## config.mk

```make
export PLATFORM = sky130hd
export DESIGN_NAME = corevx_mem_arbiter_flat
export DESIGN_NICKNAME = d
export VERILOG_FILES = /design/src/rtl/corevx_mem_arbiter_if.sv /design/src/rtl/corevx_mem_arbiter.sv /design/src/flat_wrapper.sv
export SDC_FILE = /design/constraint.sdc
export NUM_CORES = 1
export LEC_CHECK = 0
export CORE_AREA = 2 2 133 135
export DETAILED_ROUTE_END_ITERATION = 16
export DIE_AREA = 0 0 135 137
export GPL_TIMING_DRIVEN = 1
export MAX_ROUTING_LAYER = met4
export PLACE_DENSITY = 0.54
export SYNTH_ARGS = -nofsm -noshare
export SYNTH_HDL_FRONTEND = slang
export SYNTH_SLANG_ARGS = --single-unit
export TNS_END_PERCENT = 30
```

## constraint.sdc

```tcl
create_clock -name clk -period 3.7 [get_ports clk]
set_clock_uncertainty 0.05 [all_clocks]
set_input_delay 0.555 -clock clk [delete_from_list [all_inputs] [get_ports clk]]
set_output_delay 0.555 -clock clk [all_outputs]
set_load 0.01 [all_outputs]
```

## src/rtl/corevx_mem_arbiter_if.sv

```systemverilog
// Avalon-MM style request/response bundle shared by the two masters
// and the external memory port of corevx_mem_arbiter.
interface corevx_mem_arbiter_if #(
    parameter int ADDR_W  = 34,
    parameter int DATA_W  = 32,
    parameter int BURST_W = 4
);
    logic [ADDR_W-1:0]   address;
    logic                read;
    logic                write;
    logic [DATA_W-1:0]   writedata;
    logic [DATA_W/8-1:0] byteenable;
    logic [BURST_W-1:0]  burstcount;
    logic                waitrequest;
    logic [DATA_W-1:0]   readdata;
    logic                readdatavalid;
    logic                writeresponsevalid;
    logic [1:0]          response;

    modport master (
        output address,
        output read,
        output write,
        output writedata,
        output byteenable,
        output burstcount,
        input  waitrequest,
        input  readdata,
        input  readdatavalid,
        input  writeresponsevalid,
        input  response
    );

    modport slave (
        input  address,
        input  read,
        input  write,
        input  writedata,
        input  byteenable,
        input  burstcount,
        output waitrequest,
        output readdata,
        output readdatavalid,
        output writeresponsevalid,
        output response
    );
endinterface

```

## src/rtl/corevx_mem_arbiter.sv

```systemverilog
// Two-master arbiter (cache refill c, bypass b) for one memory port;
// ownership is held across read bursts, write bursts and write responses.
module corevx_mem_arbiter #(
    parameter int ADDR_W  = 34,
    parameter int DATA_W  = 32,
    parameter int BURST_W = 4
) (
    input  logic                 clk,
    input  logic                 rst,
    corevx_mem_arbiter_if.slave  c_bus,
    corevx_mem_arbiter_if.slave  b_bus,
    corevx_mem_arbiter_if.master m_bus
);

    localparam logic [1:0] S_IDLE     = 2'd0;
    localparam logic [1:0] S_RD_WAIT  = 2'd1;
    localparam logic [1:0] S_WR_BURST = 2'd2;
    localparam logic [1:0] S_WR_RESP  = 2'd3;

    localparam logic [BURST_W-1:0] ONE = BURST_W'(1);

    logic [1:0]         state_q, state_d;
    logic               owner_q, owner_d;
    logic               last_q, last_d;
    logic [BURST_W-1:0] cnt_q, cnt_d;
    logic [BURST_W-1:0] bcnt_q, bcnt_d;

    logic st_idle, st_rd, st_wrb, st_wrr;
    logic c_req, b_req, any_req;
    logic gnt_b, sel_b;
    logic sel_read, sel_write;
    logic [ADDR_W-1:0]   sel_addr;
    logic [DATA_W-1:0]   sel_wdata;
    logic [DATA_W/8-1:0] sel_be;
    logic [BURST_W-1:0]  sel_bc, sel_eff;
    logic c_fwd, b_fwd;
    logic c_own, b_own;

    assign st_idle = (state_q == S_IDLE);
    assign st_rd   = (state_q == S_RD_WAIT);
    assign st_wrb  = (state_q == S_WR_BURST);
    assign st_wrr  = (state_q == S_WR_RESP);

    assign c_req   = c_bus.read | c_bus.write;
    assign b_req   = b_bus.read | b_bus.write;
    assign any_req = c_req | b_req;

    // On a tie the master that did not win last time gets the port.
    assign gnt_b = b_req & (~c_req | ~last_q);
    assign sel_b = st_idle ? gnt_b : owner_q;

    assign sel_read  = sel_b ? b_bus.read       : c_bus.read;
    assign sel_write = sel_b ? b_bus.write      : c_bus.write;
    assign sel_addr  = sel_b ? b_bus.address    : c_bus.address;
    assign sel_wdata = sel_b ? b_bus.writedata  : c_bus.writedata;
    assign sel_be    = sel_b ? b_bus.byteenable : c_bus.byteenable;
    assign sel_bc    = sel_b ? b_bus.burstcount : c_bus.burstcount;
    assign sel_eff   = (sel_bc == '0) ? ONE : sel_bc;

    // Request side depends only on state and master inputs, never on
    // returning read beats.
    assign m_bus.address    = sel_addr;
    assign m_bus.writedata  = sel_wdata;
    assign m_bus.byteenable = sel_be;
    assign m_bus.burstcount = st_wrb ? bcnt_q : sel_bc;
    assign m_bus.read       = ~rst & st_idle & sel_read;
    assign m_bus.write      = ~rst & (st_idle | st_wrb) & sel_write;

    assign c_fwd = ~rst & ((st_idle & any_req & ~gnt_b) | (st_wrb & ~owner_q));
    assign b_fwd = ~rst & ((st_idle & gnt_b) | (st_wrb & owner_q));

    assign c_bus.waitrequest = c_fwd ? m_bus.waitrequest : 1'b1;
    assign b_bus.waitrequest = b_fwd ? m_bus.waitrequest : 1'b1;

    assign c_own = ~rst & ~owner_q;
    assign b_own = ~rst & owner_q;

    assign c_bus.readdatavalid = c_own & st_rd & m_bus.readdatavalid;
    assign b_bus.readdatavalid = b_own & st_rd & m_bus.readdatavalid;
    assign c_bus.readdata      = (c_own & st_rd) ? m_bus.readdata : '0;
    assign b_bus.readdata      = (b_own & st_rd) ? m_bus.readdata : '0;

    assign c_bus.writeresponsevalid = c_own & st_wrr & m_bus.writeresponsevalid;
    assign b_bus.writeresponsevalid = b_own & st_wrr & m_bus.writeresponsevalid;

    assign c_bus.response = (c_own & (st_rd | st_wrr)) ? m_bus.response : 2'b00;
    assign b_bus.response = (b_own & (st_rd | st_wrr)) ? m_bus.response : 2'b00;

    always_comb begin
        state_d = state_q;
        owner_d = owner_q;
        last_d  = last_q;
        cnt_d   = cnt_q;
        bcnt_d  = bcnt_q;
        unique case (state_q)
            S_IDLE: begin
                if (any_req && !m_bus.waitrequest) begin
                    owner_d = gnt_b;
                    last_d  = gnt_b;
                    if (sel_read) begin
                        cnt_d   = sel_eff;
                        state_d = S_RD_WAIT;
                    end else if (sel_eff == ONE) begin
                        state_d = S_WR_RESP;
                    end else begin
                        cnt_d   = sel_eff - ONE;
                        bcnt_d  = sel_bc;
                        state_d = S_WR_BURST;
                    end
                end
            end
            S_RD_WAIT: begin
                // Error responses still count as beats.
                if (m_bus.readdatavalid) begin
                    cnt_d = cnt_q - ONE;
                    if (cnt_q == ONE) begin
                        state_d = S_IDLE;
                    end
                end
            end
            S_WR_BURST: begin
                if (sel_write && !m_bus.waitrequest) begin
                    cnt_d = cnt_q - ONE;
                    if (cnt_q == ONE) begin
                        state_d = S_WR_RESP;
                    end
                end
            end
            S_WR_RESP: begin
                if (m_bus.writeresponsevalid) begin
                    state_d = S_IDLE;
                end
            end
            default: state_d = S_IDLE;
        endcase
    end

    always_ff @(posedge clk) begin
        if (rst) begin
            state_q <= S_IDLE;
            owner_q <= 1'b0;
            last_q  <= 1'b1;
            cnt_q   <= '0;
            bcnt_q  <= '0;
        end else begin
            state_q <= state_d;
            owner_q <= owner_d;
            last_q  <= last_d;
            cnt_q   <= cnt_d;
            bcnt_q  <= bcnt_d;
        end
    end

endmodule

```

## src/flat_wrapper.sv

```systemverilog
// flat-port wrapper written by rule: the top's interface ports become plain ports
module corevx_mem_arbiter_flat 
#(
    parameter int ADDR_W  = 34,
    parameter int DATA_W  = 32,
    parameter int BURST_W = 4
)
  (clk, rst, c_bus_address, c_bus_read, c_bus_write, c_bus_writedata, c_bus_byteenable, c_bus_burstcount, c_bus_waitrequest, c_bus_readdata, c_bus_readdatavalid, c_bus_writeresponsevalid, c_bus_response, b_bus_address, b_bus_read, b_bus_write, b_bus_writedata, b_bus_byteenable, b_bus_burstcount, b_bus_waitrequest, b_bus_readdata, b_bus_readdatavalid, b_bus_writeresponsevalid, b_bus_response, m_bus_address, m_bus_read, m_bus_write, m_bus_writedata, m_bus_byteenable, m_bus_burstcount, m_bus_waitrequest, m_bus_readdata, m_bus_readdatavalid, m_bus_writeresponsevalid, m_bus_response);
  corevx_mem_arbiter_if #(.ADDR_W(ADDR_W), .DATA_W(DATA_W), .BURST_W(BURST_W)) c_bus_i ();
  corevx_mem_arbiter_if #(.ADDR_W(ADDR_W), .DATA_W(DATA_W), .BURST_W(BURST_W)) b_bus_i ();
  corevx_mem_arbiter_if #(.ADDR_W(ADDR_W), .DATA_W(DATA_W), .BURST_W(BURST_W)) m_bus_i ();
  input  logic clk;
  input  logic rst;
  input wire logic [$bits(c_bus_i.address)-1:0] c_bus_address;
  input wire logic [$bits(c_bus_i.read)-1:0] c_bus_read;
  input wire logic [$bits(c_bus_i.write)-1:0] c_bus_write;
  input wire logic [$bits(c_bus_i.writedata)-1:0] c_bus_writedata;
  input wire logic [$bits(c_bus_i.byteenable)-1:0] c_bus_byteenable;
  input wire logic [$bits(c_bus_i.burstcount)-1:0] c_bus_burstcount;
  output wire logic [$bits(c_bus_i.waitrequest)-1:0] c_bus_waitrequest;
  output wire logic [$bits(c_bus_i.readdata)-1:0] c_bus_readdata;
  output wire logic [$bits(c_bus_i.readdatavalid)-1:0] c_bus_readdatavalid;
  output wire logic [$bits(c_bus_i.writeresponsevalid)-1:0] c_bus_writeresponsevalid;
  output wire logic [$bits(c_bus_i.response)-1:0] c_bus_response;
  input wire logic [$bits(b_bus_i.address)-1:0] b_bus_address;
  input wire logic [$bits(b_bus_i.read)-1:0] b_bus_read;
  input wire logic [$bits(b_bus_i.write)-1:0] b_bus_write;
  input wire logic [$bits(b_bus_i.writedata)-1:0] b_bus_writedata;
  input wire logic [$bits(b_bus_i.byteenable)-1:0] b_bus_byteenable;
  input wire logic [$bits(b_bus_i.burstcount)-1:0] b_bus_burstcount;
  output wire logic [$bits(b_bus_i.waitrequest)-1:0] b_bus_waitrequest;
  output wire logic [$bits(b_bus_i.readdata)-1:0] b_bus_readdata;
  output wire logic [$bits(b_bus_i.readdatavalid)-1:0] b_bus_readdatavalid;
  output wire logic [$bits(b_bus_i.writeresponsevalid)-1:0] b_bus_writeresponsevalid;
  output wire logic [$bits(b_bus_i.response)-1:0] b_bus_response;
  output wire logic [$bits(m_bus_i.address)-1:0] m_bus_address;
  output wire logic [$bits(m_bus_i.read)-1:0] m_bus_read;
  output wire logic [$bits(m_bus_i.write)-1:0] m_bus_write;
  output wire logic [$bits(m_bus_i.writedata)-1:0] m_bus_writedata;
  output wire logic [$bits(m_bus_i.byteenable)-1:0] m_bus_byteenable;
  output wire logic [$bits(m_bus_i.burstcount)-1:0] m_bus_burstcount;
  input wire logic [$bits(m_bus_i.waitrequest)-1:0] m_bus_waitrequest;
  input wire logic [$bits(m_bus_i.readdata)-1:0] m_bus_readdata;
  input wire logic [$bits(m_bus_i.readdatavalid)-1:0] m_bus_readdatavalid;
  input wire logic [$bits(m_bus_i.writeresponsevalid)-1:0] m_bus_writeresponsevalid;
  input wire logic [$bits(m_bus_i.response)-1:0] m_bus_response;
  assign c_bus_i.address = c_bus_address;
  assign c_bus_i.read = c_bus_read;
  assign c_bus_i.write = c_bus_write;
  assign c_bus_i.writedata = c_bus_writedata;
  assign c_bus_i.byteenable = c_bus_byteenable;
  assign c_bus_i.burstcount = c_bus_burstcount;
  assign c_bus_waitrequest = c_bus_i.waitrequest;
  assign c_bus_readdata = c_bus_i.readdata;
  assign c_bus_readdatavalid = c_bus_i.readdatavalid;
  assign c_bus_writeresponsevalid = c_bus_i.writeresponsevalid;
  assign c_bus_response = c_bus_i.response;
  assign b_bus_i.address = b_bus_address;
  assign b_bus_i.read = b_bus_read;
  assign b_bus_i.write = b_bus_write;
  assign b_bus_i.writedata = b_bus_writedata;
  assign b_bus_i.byteenable = b_bus_byteenable;
  assign b_bus_i.burstcount = b_bus_burstcount;
  assign b_bus_waitrequest = b_bus_i.waitrequest;
  assign b_bus_readdata = b_bus_i.readdata;
  assign b_bus_readdatavalid = b_bus_i.readdatavalid;
  assign b_bus_writeresponsevalid = b_bus_i.writeresponsevalid;
  assign b_bus_response = b_bus_i.response;
  assign m_bus_address = m_bus_i.address;
  assign m_bus_read = m_bus_i.read;
  assign m_bus_write = m_bus_i.write;
  assign m_bus_writedata = m_bus_i.writedata;
  assign m_bus_byteenable = m_bus_i.byteenable;
  assign m_bus_burstcount = m_bus_i.burstcount;
  assign m_bus_i.waitrequest = m_bus_waitrequest;
  assign m_bus_i.readdata = m_bus_readdata;
  assign m_bus_i.readdatavalid = m_bus_readdatavalid;
  assign m_bus_i.writeresponsevalid = m_bus_writeresponsevalid;
  assign m_bus_i.response = m_bus_response;
  corevx_mem_arbiter #(.ADDR_W(ADDR_W), .DATA_W(DATA_W), .BURST_W(BURST_W)) u_core (.clk(clk), .rst(rst), .c_bus(c_bus_i), .b_bus(b_bus_i), .m_bus(m_bus_i));
endmodule
```

==> results.py, run 1 <==
metrics = {
    "run_status": {
        "run_status": "completed",
    },
    "critical_path": {
        "start_kind": "input port",
        "crit_path_max_fanout": 27,
        "r2r_cells": 13,
        "cp_data_required_time_ns": 3.09,
        "crit_type": "input port to primary output",
        "crit_arrival_ns": 3.00,
        "end_kind": "primary output",
    },
    "grt": {
        "grt_pass1_vias": 4099,
        "grt_max_degree": 34,
        "track_usage_pct": 17.6,
        "grt_antenna_before_repair": 1,
        "gr-total-overflow": 0,
        "grt_pass1_wl_um": 24200,
    },
    "timing": {
        "min_period_ns": 3.60,
        "worst_pin_slew_ns": 0.557,
        "tns_ns": 0,
        "rsz0062_at_grt": "no",
        "max_freq_mhz": 277,
        "slew_viol_final": 0,
        "maxSlewHeadroom_pct": 62.6,
        "whs_ns": 0.438,
        "finalSetupViolCount": 0,
        "hold_violations": 0,
        "fin_crit_sh_pct": 97.4,
    },
    "floorplan": {
        "fp.dieH_um": 137,
        "die_x_um": 135,
        "pin_count": 341,
        "start_util_pct": 15.0,
        "die-area_um2": 18500,
        "core_um2": 17100,
        "rows": 48,
    },
    "clocking": {
        "clk_pin_slew_ns": 0.04,
        "clock_latency_ns": 0.24,
        "post_cts_buffers": 0,
        "cts_buffers": 3,
        "h-tree-depth": 1,
        "cts_tree": "built",
        "clk_path_buf_depth": 2,
        "clock-root-buffer": "clkbuf_16",
        "cts_sinks": 12,
        "cts_resized": 0,
        "cts_hold_buf": 0,
    },
    "yosys": {
        "synth_compound_area_share_pct": 13.8,
        "syn_area_per_cell_um2": 5.57,
        "synth.area.mux_share_pct": 6.69,
        "ys_warn_count": 0,
        "synth_top_family_by_area": "simple AND/OR/NAND/NOR gates",
        "mappedNetlistArea_um2": 2560,
        "synth_seq_area_share_pct": 9.38,
        "synthArstFlopShare_pct": 0,
        "syn_nets": 659,
        "synthAdderAreaFrac_pct": 3.91,
        "ys_types": 52,
        "synthFlopType": "dfxtp_1",
        "synth-edff-count": 0,
        "synth-simple-area-share_pct": 58.9,
        "synth_xor_area_share_pct": 1.03,
        "synth_cells": 460,
        "ys_ff_latch": 12,
    },
    "final_layout": {
        "layout.nets": 996,
        "syn2layout_area_growth_pct": 149,
        "final_area_um2": 6390,
        "fin_util_pct": 37.4,
        "layout-drive-gt1-share_pct": 5.28,
        "fillers": 1833,
    },
    "drt": {
        "avgRoutedWirePerCell_um": 16.9,
        "ant_nets": 0,
        "num_vias": 4181,
        "drt_iter0_markers": 147,
        "drc": 0,
        "dr.pass1.iters": 4,
        "wirelength_um": 17300,
        "via_per_inst": 4.09,
    },
    "min_path": {
        "hold_depth": 2,
        "hp-class": "register to register",
    },
    "place": {
        "gp_congestion": 0.833,
        "dp.final_hpwl_um": 14600,
        "placement.io_buffers": 340,
        "place_area_um2": 6290,
    },
    "power": {
        "seqPwrFrac_pct": 7.8,
        "combPwrFrac_pct": 83.8,
        "p_leak_uw": 0.00271,
        "power_density_nw_per_um2": 416,
        "p_sw_uw": 1180,
        "power.total_uw": 2660,
        "ir_worst_vdd_v": 0.000145,
        "p_sw_share_pct": 44.5,
        "pwr-share-clk_pct": 8.4,
        "p_int_uw": 1470,
    },
    "flow_run": {
        "drv_cap": 0,
    },
}
## layer usage
layer	wire, um	global-route usage (%)	part of all wire, %
met2	8880	33.1	51
met5	0	-	0
met4	204	3.30	1.2
met3	1420	3.48	8.2
met1	6780	19.5	39
## synth_stat cells, types with 2 or more instances
cell type | instances | area (um^2)
nand2_1 | 221 | 830
and2_1 | 67 | 419
clkbuf_1 | 24 | 90.1
nor2_1 | 18 | 67.6
dfxtp_1 | 12 | 240
inv_1 | 10 | 37.5
mux2_2 | 9 | 101
o21ai_0 | 9 | 45.0
ha_1 | 8 | 100
nor3_1 | 8 | 40.0
a21oi_1 | 7 | 35.0
mux2i_1 | 7 | 70.1
nand2b_1 | 5 | 31.3
o21ai_1 | 4 | 20.0
a21o_1 | 3 | 22.5
nor4_1 | 3 | 18.8
a2111oi_0 | 2 | 17.5
a211oi_1 | 2 | 15.0
a221oi_1 | 2 | 17.5
buf_6 | 2 | 22.5
nand3_1 | 2 | 10.0
nand3b_1 | 2 | 15.0
nor2b_1 | 2 | 12.5
o41ai_1 | 2 | 17.5
xnor2_1 | 2 | 17.5
## through the flow
stage | cells | worst slack (ns)
after CTS | 1021 | 0.0539
after global routing | 1022 | 0.00466
final | 1022 | 0.0952
after global placement | 1017 | 0.0929
after floorplan | 460 | 0.538
after detailed placement | 1017 | 0.0630
## placed cells by master, fill, tap and decap left out, types with 4 or more instances in the layout
master           Yosys  routed
nand2b_1             5       5
buf_4                0      18
dfxtp_1             12      12
o21ai_0              9       9
inv_1               10      10
and2_1              67      67
clkdlybuf4s50_1      0     340
o21ai_1              4       4
mux2_2               9       9
nand2_1            221     221
nor3_1               8       7
mux2i_1              7       7
ha_1                 8       8
a21oi_1              7       7
nor2_1              18      18
## area by class of cell
type	count	area, um^2	area share, %
multi-input combinational	409	2160	33.9
clock buffer	4	88.8	1.39
antenna	1	2.50	0.0392
inverter	11	41.3	0.646
timing repair buffer	360	3570	55.9
sequential	12	240	3.76
tap	225	282	4.41
## logic make-up (layout without fill, tap and decap cells)
logic type	Yosys count	count (layout)
DFF	12	12
buffers and inverters	39	375
AOI/OAI and AO/OA	46	46
xor gates and xnor gates	3	3
adders and majority gates	8	8
and+or+nand+nor	336	336
muxes	16	16
other	0	1
## path summary, 6_finish.rpt
kind,from,slack [ns],endpoint
max reg2reg,u_core.state_q[0],0.64,u_core.cnt_q[0]
max,c_bus_read,0.1,m_bus_burstcount[3]
min,u_core.bcnt_q[0],0.44,u_core.bcnt_q[0]
min reg2reg,u_core.bcnt_q[0],0.44,u_core.bcnt_q[0]
## sequential cells by signal (all words and copies together) (netlist names)
signal / cells
u_core.bcnt_q: 4
u_core.cnt_q: 4
u_core.last_q: 1
u_core.owner_q: 1
u_core.state_q: 2
## critical path, stage by stage
cell and delay [ns]:
clkdlybuf4s50_1 0.45, o21a_4 0.24, o21ai_4 0.24, buf_4 0.36, mux2_2 0.39, mux2_2 0.26, clkdlybuf4s50_1 0.50
## power groups by stage
| stage | Sequential [uW] | Combinational, uW | Clock (uW) |
|---|---|---|---|
| 2_1_floorplan | 199 | 1060 | 0 |
| 3_3_place_gp | 209 | 2260 | 0 |
| 3_5_place_dp | 208 | 2250 | 0 |
| 4_1_cts | 206 | 2260 | 229 |
| 5_1_grt | 214 | 2430 | 234 |
| 6_report | 207 | 2230 | 223 |
Power figures use the tool's default switching activity.
==> run 2, diff against run 1 <==
- SKIP_LAST_GASP: default -> 1
- TNS_END_PERCENT: 30 -> 1
- clock period: 3.7 -> 3.75 ns (I/O delays scaled with it)
==> run 2 against run 1 <==
Non-clock buffer count decreased by 3; worst setup slack improved by 0.090 ns; utilization fell by 0.15 points; count of clock-buffer cells in the layout unchanged; worst hold slack worse by 0.0033 ns; combinational power shrank 3%; critical path type unchanged; global-route usage down 0.14 points; design area shrank 0.41%.
==> results.py, run 2 (synthesis results as in run 1) <==
metrics = {
    "clocking": {
        "clock-root-buffer": "clkbuf_16",
        "post_cts_buffers": 0,
        "h-tree-depth": 1,
        "clock_latency_ns": 0.24,
        "cts_hold_buf": 0,
        "clk_pin_slew_ns": 0.04,
        "cts_resized": 0,
        "cts_sinks": 12,
        "cts_tree": "built",
        "clk_path_buf_depth": 2,
        "cts_buffers": 3,
    },
    "place": {
        "dp_cells": 1014,
        "gp_congestion": 0.849,
        "place_ws_ns": 0.172,
        "placement.io_buffers": 340,
        "dp.final_hpwl_um": 14400,
        "place_area_um2": 6270,
    },
    "critical_path": {
        "start_kind": "input port",
        "cp-startpoint": "c_bus_read",
        "critical_path.cell_chain": "clkdlybuf4s50_1 > o21a_4 > o21ai_4 > buf_4 > buf_4 > mux2_2 > mux2_2 > clkdlybuf4s50_1",
        "slowest_stage": "clkdlybuf4s50_1",
        "crit_buf_inv": 4,
        "crit_arrival_ns": 2.95,
        "end_kind": "primary output",
        "critical_path.max_stage_delay_ns": 0.49,
        "r2r-end": "u_core.cnt_q[0]",
        "crit_path_max_fanout": 13,
        "r2r_cells": 13,
        "cp_top_family": "buffers and inverters",
        "crit_type": "input port to primary output",
        "cp_data_required_time_ns": 3.14,
        "r2r_start": "u_core.state_q[0]",
        "r2r_slack_ns": 0.55,
        "cp-endpoint": "m_bus_burstcount[2]",
        "cp.depth": 8,
    },
    "timing": {
        "maxSlewHeadroom_pct": 62.7,
        "hold_violations": 0,
        "fin_ws_ns": 0.185,
        "slew_viol_final": 0,
        "rsz0062_at_grt": "no",
        "worst_pin_slew_ns": 0.546,
        "fin_crit_sh_pct": 95.1,
        "max_freq_mhz": 281,
        "min_period_ns": 3.56,
        "tns_ns": 0,
        "finalSetupViolCount": 0,
    },
    "drt": {
        "drt_iter0_markers": 160,
        "via_per_inst": 4.06,
        "num_vias": 4138,
        "drc": 0,
        "avgRoutedWirePerCell_um": 16.7,
        "dr.pass1.iters": 4,
        "ant_nets": 0,
        "wirelength_um": 17000,
    },
    "grt": {
        "track_usage_pct": 17.5,
        "grt_pass1_vias": 4161,
        "gr-total-overflow": 0,
        "grt_max_degree": 65,
        "grt_pass1_wl_um": 24000,
        "grt_antenna_before_repair": 1,
    },
    "floorplan": {
        "fp.dieH_um": 137,
        "rows": 48,
        "die_x_um": 135,
        "die-area_um2": 18500,
        "pin_count": 341,
        "start_util_pct": 15.0,
        "core_um2": 17100,
    },
    "run_status": {
        "run_status": "completed",
    },
    "final_layout": {
        "reg_top3": "u_core.bcnt_q (4), u_core.cnt_q (4), u_core.state_q (2)",
        "syn2layout_area_growth_pct": 148,
        "final_common_cell": "clkdlybuf4s50_1",
        "layout.nets": 993,
        "seq_area_um2": 240,
        "stdcell_count": 1019,
        "final_cell_mix": "clkdlybuf4s50_1 (340), nand2_1 (221), and2_1 (67)",
        "final_area_um2": 6360,
        "fin_util_pct": 37.3,
        "layout-drive-gt1-share_pct": 4.92,
        "multi_input_area_um2": 2160,
        "fillers": 1856,
    },
    "power": {
        "ir_worst_vdd_v": 0.000170,
        "p_leak_uw": 0.00270,
        "power_density_nw_per_um2": 408,
    },
    "min_path": {
        "hp-class": "register to register",
    },
    "flow_run": {
        "drv_cap": 0,
    },
}
==> run 2: worst register-to-register path, cell delays in order (launching register included) <==
cell and delay (ns):
dfxtp_1 0.33, inv_1 0.08, ha_1 0.37, o21ai_1 0.22, o21ai_4 0.20, mux2_2 0.38
inv_1 0.10, ha_1 0.16, nor3b_1 0.26, o21ai_1 0.10, a221oi_1 0.30, a2111o_1 0.29
nand3b_1 0.14, a31oi_1 0.08
==> run 2: metrics by stage <==
stage | hold slack (ns) | power [uW]
floorplan | 0.406 | 1240
global route | 0.479 | 2820
CTS | 0.443 | 2640
detailed placement | 0.432 | 2400
global placement | 0.420 | 2420
finish | 0.435 | 2590
==> run 2: power by group <==
part	internal, uW	switching, uW	leakage [uW]
combinational	1110	1060	0.00256
clock	161	58.2	0.0000442
sequential	168	34.9	0.0000985
total	1440	1160	0.00270
==> run 2: worst min path at each step <==
stage                             to  cells past startpoint        startpoint  slack, ns
floorplan           u_core.bcnt_q[0]                      2  u_core.bcnt_q[0]       0.41
global placement    u_core.bcnt_q[3]                      2  u_core.bcnt_q[3]       0.42
detailed placement  u_core.bcnt_q[0]                      2  u_core.bcnt_q[0]       0.43
CTS                 u_core.bcnt_q[0]                      2  u_core.bcnt_q[0]       0.44
global route        u_core.bcnt_q[0]                      2  u_core.bcnt_q[0]       0.48
finish              u_core.bcnt_q[3]                      2  u_core.bcnt_q[3]       0.43
==> run 2: area by class of cell <==
| cell class | instances | share of cell area, % |
|---|---|---|
| multi-input combinational | 409 | 34.0 |
| clock buffer | 4 | 1.40 |
| sequential | 12 | 3.78 |
| timing repair buffer | 357 | 55.7 |
| antenna | 1 | 0.0393 |
| tap | 225 | 4.43 |
| inverter | 11 | 0.649 |
==> run 2: per-layer routing <==
layer,GRT usage (%),share of wire [%]
met3,4.30,8.8
met4,2.08,0.39
met1,19.0,39
met5,-,0
met2,33.2,52
==> run 3, diff against run 2 <==
- CTS_CLUSTER_SIZE: default -> 24
==> results of run 3 <==
The final DEF is identical to that of run 2; final timing and power are the same.
